File: src/rtl/fifo_pkg.sv
// Shared definitions for the asynchronous FIFO: default widths, Gray-code
// helpers and the read-side output register state type.
package fifo_pkg;

  localparam int FIFO_ADDR_WIDTH = 6;
  localparam int FIFO_DATA_WIDTH = 8;

  typedef enum logic {
    EMPTY_OUT = 1'b0,
    VALID     = 1'b1
  } out_state_t;

  // Helpers work on a 32-bit container so any pointer width up to 32 fits;
  // zero-extended upper bits stay zero in both directions.
  function automatic logic [31:0] bin2gray(input logic [31:0] b);
    return b ^ (b >> 1);
  endfunction

  function automatic logic [31:0] gray2bin(input logic [31:0] g);
    logic [31:0] b;
    b[31] = g[31];
    for (int i = 30; i >= 0; i--) begin
      b[i] = b[i+1] ^ g[i];
    end
    return b;
  endfunction

endpackage

File: src/rtl/sync_2ff.sv
// Width-parameterized two-flop synchronizer with async active-low reset.
// Used for both the write->read and read->write Gray pointer crossings.
module sync_2ff #(
  parameter int WIDTH = 7
) (
  input  logic             clk,
  input  logic             rst_n,
  input  logic [WIDTH-1:0] d,
  output logic [WIDTH-1:0] q
);

  logic [WIDTH-1:0] meta;

  always_ff @(posedge clk or negedge rst_n) begin
    if (!rst_n) begin
      meta <= '0;
      q    <= '0;
    end else begin
      meta <= d;
      q    <= meta;
    end
  end

endmodule

File: src/rtl/fifo_read_ctrl.sv
// Read-domain controller of the async FIFO: pointer sync, empty/almost-empty
// status, and a first-word-fall-through output register.
//
//   state     | meaning
//   EMPTY_OUT | dout holds no unconsumed word
//   VALID     | dout holds a word waiting for dout_ready
module fifo_read_ctrl
  import fifo_pkg::*;
#(
  parameter int ADDR_WIDTH    = FIFO_ADDR_WIDTH,
  parameter int DATA_WIDTH    = FIFO_DATA_WIDTH,
  parameter int AEMPTY_THRESH = 4
) (
  input  logic                  clk,
  input  logic                  rst_n,
  input  logic [ADDR_WIDTH:0]   wptr,
  output logic [ADDR_WIDTH:0]   rptr,
  output logic [ADDR_WIDTH-1:0] raddr,
  input  logic [DATA_WIDTH-1:0] rdata_mem,
  output logic [DATA_WIDTH-1:0] dout,
  output logic                  dout_valid,
  input  logic                  dout_ready,
  output logic                  empty,
  output logic                  almost_empty,
  output logic [ADDR_WIDTH:0]   rd_count
);

  localparam int PW = ADDR_WIDTH + 1;
  localparam logic [PW-1:0] AE_TH = PW'(AEMPTY_THRESH);

  logic [PW-1:0]         rq2_wptr;
  logic [PW-1:0]         rbin;
  logic [PW-1:0]         rbin_next;
  logic [PW-1:0]         rgray_next;
  logic [PW-1:0]         wbin_sync;
  logic [PW-1:0]         count_next;
  logic [31:0]           gray_full;
  logic [31:0]           wbin_full;
  logic                  unused_ptr_hi;
  logic                  consume;
  logic                  fetch;
  logic [DATA_WIDTH-1:0] dout_next;
  out_state_t            state;
  out_state_t            state_next;

  sync_2ff #(.WIDTH(PW)) u_wptr_sync (
    .clk   (clk),
    .rst_n (rst_n),
    .d     (wptr),
    .q     (rq2_wptr)
  );

  assign dout_valid    = (state == VALID);
  assign raddr         = rbin[ADDR_WIDTH-1:0];
  assign unused_ptr_hi = ^{gray_full[31:PW], wbin_full[31:PW]};

  always_comb begin
    consume    = dout_valid & dout_ready;
    fetch      = !empty & (!dout_valid | consume);
    rbin_next  = rbin + PW'(fetch);
    gray_full  = bin2gray(32'(rbin_next));
    rgray_next = gray_full[PW-1:0];
    wbin_full  = gray2bin(32'(rq2_wptr));
    wbin_sync  = wbin_full[PW-1:0];
    count_next = wbin_sync - rbin_next;
  end

  always_comb begin
    state_next = state;
    dout_next  = dout;
    case (state)
      EMPTY_OUT: begin
        if (fetch) begin
          dout_next  = rdata_mem;
          state_next = VALID;
        end
      end
      VALID: begin
        if (consume) begin
          if (fetch) begin
            dout_next = rdata_mem;
          end else begin
            state_next = EMPTY_OUT;
          end
        end
      end
      default: state_next = EMPTY_OUT;
    endcase
  end

  // empty compares against the synchronized pointer, so it can only lag.
  always_ff @(posedge clk or negedge rst_n) begin
    if (!rst_n) begin
      rbin         <= '0;
      rptr         <= '0;
      empty        <= 1'b1;
      almost_empty <= 1'b1;
      rd_count     <= '0;
      state        <= EMPTY_OUT;
      dout         <= '0;
    end else begin
      rbin         <= rbin_next;
      rptr         <= rgray_next;
      empty        <= (rgray_next == rq2_wptr);
      rd_count     <= count_next;
      almost_empty <= (count_next <= AE_TH);
      state        <= state_next;
      dout         <= dout_next;
    end
  end

endmodule

File: config.mk
export PLATFORM = sky130hd
export DESIGN_NAME = fifo_read_ctrl
export DESIGN_NICKNAME = d
export VERILOG_FILES = /design/src/rtl/fifo_pkg.sv /design/src/rtl/sync_2ff.sv /design/src/rtl/fifo_read_ctrl.sv
export SDC_FILE = /design/constraint.sdc
export NUM_CORES = 1
export LEC_CHECK = 0
export CAP_MARGIN = 30
export CORE_MARGIN = 2
export CORE_UTILIZATION = 50
export DETAILED_ROUTE_END_ITERATION = 10
export PLACE_DENSITY = 0.86
export SYNTH_ARGS = -nofsm -noshare
export SYNTH_HDL_FRONTEND = slang
export SYNTH_SLANG_ARGS = --single-unit
File: constraint.sdc
create_clock -name clk -period 7.57 [get_ports clk]
set_clock_uncertainty 0.1 [all_clocks]
set_input_delay 2.271 -clock clk [delete_from_list [all_inputs] [get_ports clk]]
set_output_delay 2.271 -clock clk [all_outputs]
set_load 0.01 [all_outputs]
==> key figures, run 1 <==
Drt
  – Post-DRT Antenna Nets: 0
  – Drc violations: 0
  – Number of search-and-repair iterations in the first detailed-routing pass: 3
  – Vias per Instance: 4.96
  – Detail-routed net length per standard cell: 13.5 um
  – DRT Wirelength: 3470 um
  – Count of vias placed by the detailed router: 1,276
  – First DRT Iteration DRCs: 59

Global routing
  – Maximum number of pins on one net before global-route repair: 46
  – Via count of the first global-routing pass: 1,313
  – Met3 global-route usage: 7.00%
  – Global-route wire length before repair: 5960 um
  – Met1 layer usage reported by global route: 21.1%
  – Global-route usage over all layers: 18.4%
  – Antenna violations before repair: 0
  – Busiest metal layer after global routing: met2
  – GR Layer Usage met2: 30.1%
  – Remaining global-route overflow: 0

Setup path
  – CP arrival: 5.72 ns
  – Worst setup path category: primary input to flip-flop
  – Largest fanout of any net on the critical path: 9
  – Critical path's largest stage delay: 0.66 ns
  – Worst reg2reg setup slack: 3.98 ns
  – Crit path buffers/inverters: 3
  – CP required: 7.68 ns
  – Startpoint kind of the worst setup timing path: primary input
  – R2R Path End: almost_empty
  – Worst path top cell family by delay: compound AO/OA/AOI/OAI gates
  – Worst reg2reg path depth: 14
  – Endpoint type of the worst setup path: flip-flop
  – Launch point of the worst reg-to-reg path: u_wptr_sync.q[4]
  – Dominant cell type by count on the critical path: ha_1
  – CP cell instances: clkdlybuf4s50_1 > inv_1 > a21oi_1 > ha_1 > ha_1 > inv_1 > ha_1 > a21o_1 > a21o_1 > maj3_2 > a21oi_1 > xnor2_1 > nor4b_2
  – Cell with the largest stage delay on the worst path: a21oi_1

STA
  – Slew HR: 37.4%
  – Worst-margin pin slew: 0.939 ns
  – Min cycle time layout: 5.61 ns
  – # setup viols final: 0
  – Worst-case setup margin in the final layout: 1.96 ns
  – RSZ-0062 raised after global routing: false
  – Setup TNS: 0 ns
  – Number of hold violations in the final report: 0
  – Number of slew-limit violations in the final report: 0
  – Highest clock frequency the design can meet: 178 MHz
  – Final Cycle Share: 74.1%

Status
  – Run status: finished clean

Finish
  – Area added between synthesis and finish: 32.6%
  – Number of nets in the final layout: 232
  – Share of post-route cells with drive strength above 1: 15.5%
  – Most common cell after layout, fill and taps aside: clkdlybuf4s50_1
  – # diodes: 0
  – Non-Filler Instances: 257
  – Commonest cells after routing, fill and taps aside: clkdlybuf4s50_1, dfrtp_1, xnor2_1
  – Post-route cell area: 2660 um^2
  – Filler cell count in the final layout: 317

Floorplan
  – Width of the chip: 67.4 um
  – Site row count: 23
  – Area of the die: 4540 um^2
  – Number of placed I/O pins: 49
  – Initial Utilization: 50.9%
  – Standard cell core area: 3940 um^2
  – Die height: 67.4 um

Synthesis
  – Average instance area after synthesis: 13.3 um^2
  – Compound-gate portion of the synthesized area: 4.92%
  – Main combinational cell family by area after synthesis: XOR/XNOR gates
  – Xor/xnor cell area share of the yosys netlist: 16.4%
  – Proportion of synthesized area in mux cells: 6.54%
  – Simple-gate portion of the synthesized area: 7.54%
  – Adder-cell share of the synthesized area: 5.92%
  – Synth Net Count: 177
  – Yosys warns: 0
  – Cell count after synthesis: 151
  – Cell area after technology mapping: 2010 um^2
  – Part of the Yosys area used for sequential elements: 56.2%
  – Post-synthesis register bit count: 45
  – Count of cell types in the netlist: 36

Clock tree
  – Hold Buf Count CTS: 0
  – Max H-tree Level: 2
  – Number of buffers created by CTS: 5
  – Insertion delay to the later sink of the worst-skew pair: 0.30 ns
  – CTS root buf: clkbuf_8
  – Quantity of gates resized following cts: 0
  – Clock slew at the register clock pins of the worst setup and hold paths: 0.07 ns
  – Number of buffers added for setup after CTS: 0
  – Clock tree from TritonCTS: yes
  – Clock tree buffer depth: 2
  – Num Clock Sinks: 45

Flow run
  – Max-cap check violation count: 0

Power and ir drop
  – Final total power: 1.12 mW
  – Peak supply drop: 278 uV
  – Cell Pwr Density: 421 nW/um^2
  – Leakage power of the design: 1.17 nW

Place
  – Post-detailed-placement half-perimeter wirelength: 2600 um
  – Buffers on Ports: 48
  – Area after DPL: 2550 um^2
  – Count of placed standard cells including taps: 249
  – Pre-CTS setup slack: 1.60 ns
  – Placer congestion estimate: 0.783

Hold path
  – Worst Hold Path Cells: 0
  – Hold Crit Start: u_wptr_sync.meta[6]
  – Hold worst-path end: u_wptr_sync.q[6]
  – Class of the worst hold path: flip-flop to flip-flop
## cell usage after synthesis
cell type	count	area [um^2]
nand2b_1	2	12.5
inv_1	10	37.5
nor4_2	1	12.5
ha_1	7	87.6
dfrtp_1	43	1080
xnor2_2	2	32.5
and3_1	1	6.26
a211oi_2	1	12.5
o22ai_1	1	6.26
a221oi_2	1	15.0
o211ai_1	1	7.51
o21ai_0	1	5.00
nor4b_2	1	15.0
nand3_1	4	20.0
o21ai_1	1	5.00
mux2_2	9	101
clkinv_2	1	5.00
inv_2	2	7.51
xor2_1	9	78.8
maj3_2	1	11.3
nor2_1	8	30.0
xnor3_2	2	47.6
nor3_1	2	10.0
xor2_2	1	16.3
xnor3_1	1	22.5
mux2i_1	3	30.0
a21oi_1	3	15.0
and4_1	1	8.76
dfstp_2	2	52.6
nand2_1	8	30.0
xnor2_1	15	131
o311ai_1	1	8.76
nor2b_1	1	6.26
fa_1	1	20.0
a31o_1	1	8.76
a21o_1	2	15.0
## sequential cells by signal, indices dropped and copies added, names as in the netlist
| register | cells |
|---|---|
| rbin | 7 |
| almost_empty | 1 |
| empty | 1 |
| rptr | 6 |
| dout_valid | 1 |
| dout | 8 |
| u_wptr_sync.meta | 7 |
| rd_count | 7 |
| u_wptr_sync.q | 7 |
## through the flow
step	hold WS (ns)	util (%)
after floorplan	0.231	-
after global placement	0.233	64.6
after detailed placement	0.236	64.6
after CTS	0.254	67.5
after global routing	0.260	67.5
final	0.250	67.5
## logic make-up after synthesis
kind of cell / count (synthesis)
AOI/OAI and AO/OA: 13
and+or+nand+nor: 29
DFF: 45
xor gates and xnor gates: 30
muxes: 12
adders and majority gates: 9
buffers and inverters: 13
## routing by layer
metal / vias up / part of all wire, %
met3: 4 / 9.4
li1: 611 / -
met1: 616 / 41
met2: 45 / 48
met5: - / 0
met4: 0 / 1.7
## cell type report
cell class                 count  area, um^2  share of cell area [%]
multi-input combinational     93         830                    31.2
tap                           50        62.6                    2.35
clock buffer                   7        86.3                    3.24
inverter                      13        50.0                    1.88
clock inverter                 1        30.0                    1.13
sequential                    45        1130                    42.4
timing repair buffer          48         475                    17.9
## worst max-delay path by stage
stage | startpoint | end | slack [ns] | depth (start not counted)
floorplan | dout_ready | almost_empty | 2.50 | 12
global placement | dout_ready | almost_empty | 1.77 | 13
detailed placement | dout_ready | almost_empty | 1.60 | 13
CTS | dout_ready | almost_empty | 1.91 | 13
global route | dout_ready | almost_empty | 1.73 | 13
finish | dout_ready | almost_empty | 1.96 | 13
## power by group
part | internal, mW | total, mW | leakage [nW] | switching, mW
logic | 0.303 | 0.591 | 0.591 | 0.289
registers | 0.312 | 0.349 | 0.525 | 0.0364
clock network | 0.107 | 0.182 | 0.0585 | 0.0743
Power figures use the tool's default switching activity.
==> run 2, diff against run 1 <==
- CORE_UTILIZATION: 50 -> 44
- PLACE_DENSITY: 0.86 -> 0.8
- clock period: 7.57 -> 5.1 ns (I/O delays scaled with it)
==> run 2 against run 1 <==
Effect of this change: die area up 13%; worst setup slack lost 1.1 ns; critical endpoint unchanged; highest routed layer unchanged; flip-flop and latch count did not move.
==> key figures, run 2 (synthesis results as in run 1) <==
Power and ir drop
  – Final total power: 1.63 mW (+46%)
  – Share of power burned in registers: 31.8% (+0.7 points)
  – Leakage power of the design: 1.19 nW (+1.1%)
  – Switching part of the total: 36.3% (+0.71 points)
  – Peak supply drop: 275 uV (-1.4%)
  – Internal power consumption: 1.04 mW (+44%)
  – Cell Pwr Density: 608 nW/um^2 (+44%)
  – Share of power burned in the clock network: 14.3% (-1.9 points)
  – Power spent charging and discharging nets: 0.593 mW (+49%)
  – Logic gate share of total power: 53.9% (+1.2 points)

Finish
  – Number of nets in the final layout: 234 (+0.86%)
  – Filler cell count in the final layout: 373 (+18%)
  – # diodes: 0 (unchanged)
  – Register bank with the most flops: dout
  – Commonest cells after routing, fill and taps aside: clkdlybuf4s50_1, dfrtp_1, xnor2_1
  – Share of post-route cells with drive strength above 1: 16.7% (+1.3 points)
  – Non-Filler Instances: 261 (+1.6%)
  – Area added between synthesis and finish: 33.7%
  – Most common cell after layout, fill and taps aside: clkdlybuf4s50_1
  – Number of flip-flops in the largest register: 8 (unchanged)

Drt
  – DRT Wirelength: 3550 um (+2.2%)
  – First DRT Iteration DRCs: 35 (-41%)
  – Drc violations: 0 (unchanged)
  – Detail-routed net length per standard cell: 13.6 um (+0.62%)
  – Count of vias placed by the detailed router: 1,287 (+0.86%)
  – Vias per Instance: 4.93 (-0.68%)
  – Number of search-and-repair iterations in the first detailed-routing pass: 4 (+1)
  – Post-DRT Antenna Nets: 0 (unchanged)

Clock tree
  – Number of buffers added for setup after CTS: 0 (unchanged)
  – Quantity of gates resized following cts: 0 (unchanged)
  – Insertion delay to the later sink of the worst-skew pair: 0.29 ns (about the same)
  – Max H-tree Level: 2 (unchanged)
  – Number of buffers created by CTS: 5 (unchanged)
  – Clock tree buffer depth: 2 (unchanged)
  – Hold Buf Count CTS: 0 (unchanged)
  – Clock slew at the register clock pins of the worst setup and hold paths: 0.08 ns (about the same)
  – CTS root buf: clkbuf_8
  – Clock tree from TritonCTS: yes
  – Num Clock Sinks: 45 (unchanged)

Place
  – Placer congestion estimate: 0.830 (+6.0%)
  – Post-detailed-placement half-perimeter wirelength: 2690 um (+3.4%)
  – Buffers on Ports: 48 (unchanged)
  – Count of placed standard cells including taps: 252 (+1.2%)

Floorplan
  – Die height: 71.6 um (+6.2%)
  – Initial Utilization: 45.8% (-5.1 points)
  – Number of placed I/O pins: 49 (unchanged)
  – Width of the chip: 71.6 um (+6.2%)
  – Standard cell core area: 4380 um^2 (+11%)
  – Area of the die: 5120 um^2 (+13%)
  – Site row count: 24 (+4.3%)

Setup path
  – Startpoint kind of the worst setup timing path: primary input
  – Endpoint type of the worst setup path: flip-flop
  – CP arrival: 4.39 ns (-1.33 ns)
  – CP required: 5.21 ns (-2.47 ns)
  – Worst setup path category: primary input to flip-flop
  – Largest fanout of any net on the critical path: 6 (-3)

STA
  – Worst-margin pin slew: 0.513 ns (-0.427 ns)
  – Min cycle time layout: 4.28 ns
  – Number of hold violations in the final report: 0 (unchanged)
  – Final Cycle Share: 83.9%
  – # setup viols final: 0 (unchanged)
  – Number of slew-limit violations in the final report: 0 (unchanged)
  – Setup TNS: 0 ns (unchanged)
  – Slew HR: 65.7% (+28 points)
  – Highest clock frequency the design can meet: 234 MHz
  – Smallest hold slack: 0.250 ns (+0.000112 ns)
  – RSZ-0062 raised after global routing: false

Flow run
  – Max-cap check violation count: 0 (unchanged)

Global routing
  – Global-route wire length before repair: 6130 um (+2.8%)
  – Remaining global-route overflow: 0 (unchanged)
  – Maximum number of pins on one net before global-route repair: 46 (unchanged)
  – Antenna violations before repair: 0 (unchanged)
  – Via count of the first global-routing pass: 1,326 (+0.99%)
  – Global-route usage over all layers: 15.8% (-2.6 points)

Hold path
  – Class of the worst hold path: flip-flop to flip-flop

Status
  – Run status: finished clean
## run 2: final cells by class
cell class / instances / area, um^2 / area share, %
Sequential cell: 45 / 1130 / 42.0
Tap cell: 52 / 65.1 / 2.42
Timing Repair Buffer: 50 / 510 / 19.0
Multi-Input combinational cell: 93 / 830 / 30.9
Clock inverter: 1 / 5.00 / 0.186
Clock buffer: 7 / 96.3 / 3.59
Inverter: 13 / 50.0 / 1.86
## run 2: power groups by stage
stage	Combinational (mW)	Sequential, mW	Clock, mW
6_report	0.881	0.520	0.233
2_1_floorplan	0.530	0.566	0
3_5_place_dp	0.883	0.526	0
3_3_place_gp	0.870	0.526	0
4_1_cts	0.892	0.522	0.244
5_1_grt	0.972	0.533	0.261
## run 2: worst max-delay path, cell delays in order
cell	delay, ns
clkdlybuf4s50_1	0.47
inv_1	0.04
a21oi_1	0.21
ha_1	0.21
ha_1	0.30
inv_1	0.13
ha_1	0.24
a21o_1	0.18
a21o_1	0.20
maj3_2	0.30
a21oi_1	0.17
xnor2_1	0.12
nor4b_2	0.29
## run 2: path summary, 6_finish.rpt
path                            slack, ns                  end  cells after the start                start
worst min-delay path                 0.25     u_wptr_sync.q[3]                      0  u_wptr_sync.meta[3]
worst max register to register       1.53         almost_empty                     14     u_wptr_sync.q[4]
max in group asynchronous            3.27         almost_empty                      2                rst_n
worst max-delay path                 0.82         almost_empty                     13           dout_ready
worst min register to register       0.25     u_wptr_sync.q[3]                      0  u_wptr_sync.meta[3]
min in group asynchronous            1.09  u_wptr_sync.meta[3]                      1                rst_n
## run 2: routing by layer
| layer | part of all wire (%) | track usage, % | up-vias |
|---|---|---|---|
| met5 | 0 | 0 | - |
| met2 | 47 | 25.1 | 42 |
| met1 | 44 | 19.7 | 617 |
| met3 | 6.3 | 5.49 | 6 |
| met4 | 1.9 | 6.71 | 0 |
| li1 | - | - | 622 |
## run 2: stage by stage
| step | util, % | area [um^2] | setup slack (ns) |
|---|---|---|---|
| after floorplan | - | 2010 | 0.773 |
| after global placement | 58.3 | 2560 | 0.559 |
| after detailed placement | 58.3 | 2560 | 0.489 |
| after CTS | 60.6 | 2660 | 0.788 |
| after global routing | 61.2 | 2690 | 0.595 |
| final | 61.2 | 2690 | 0.821 |
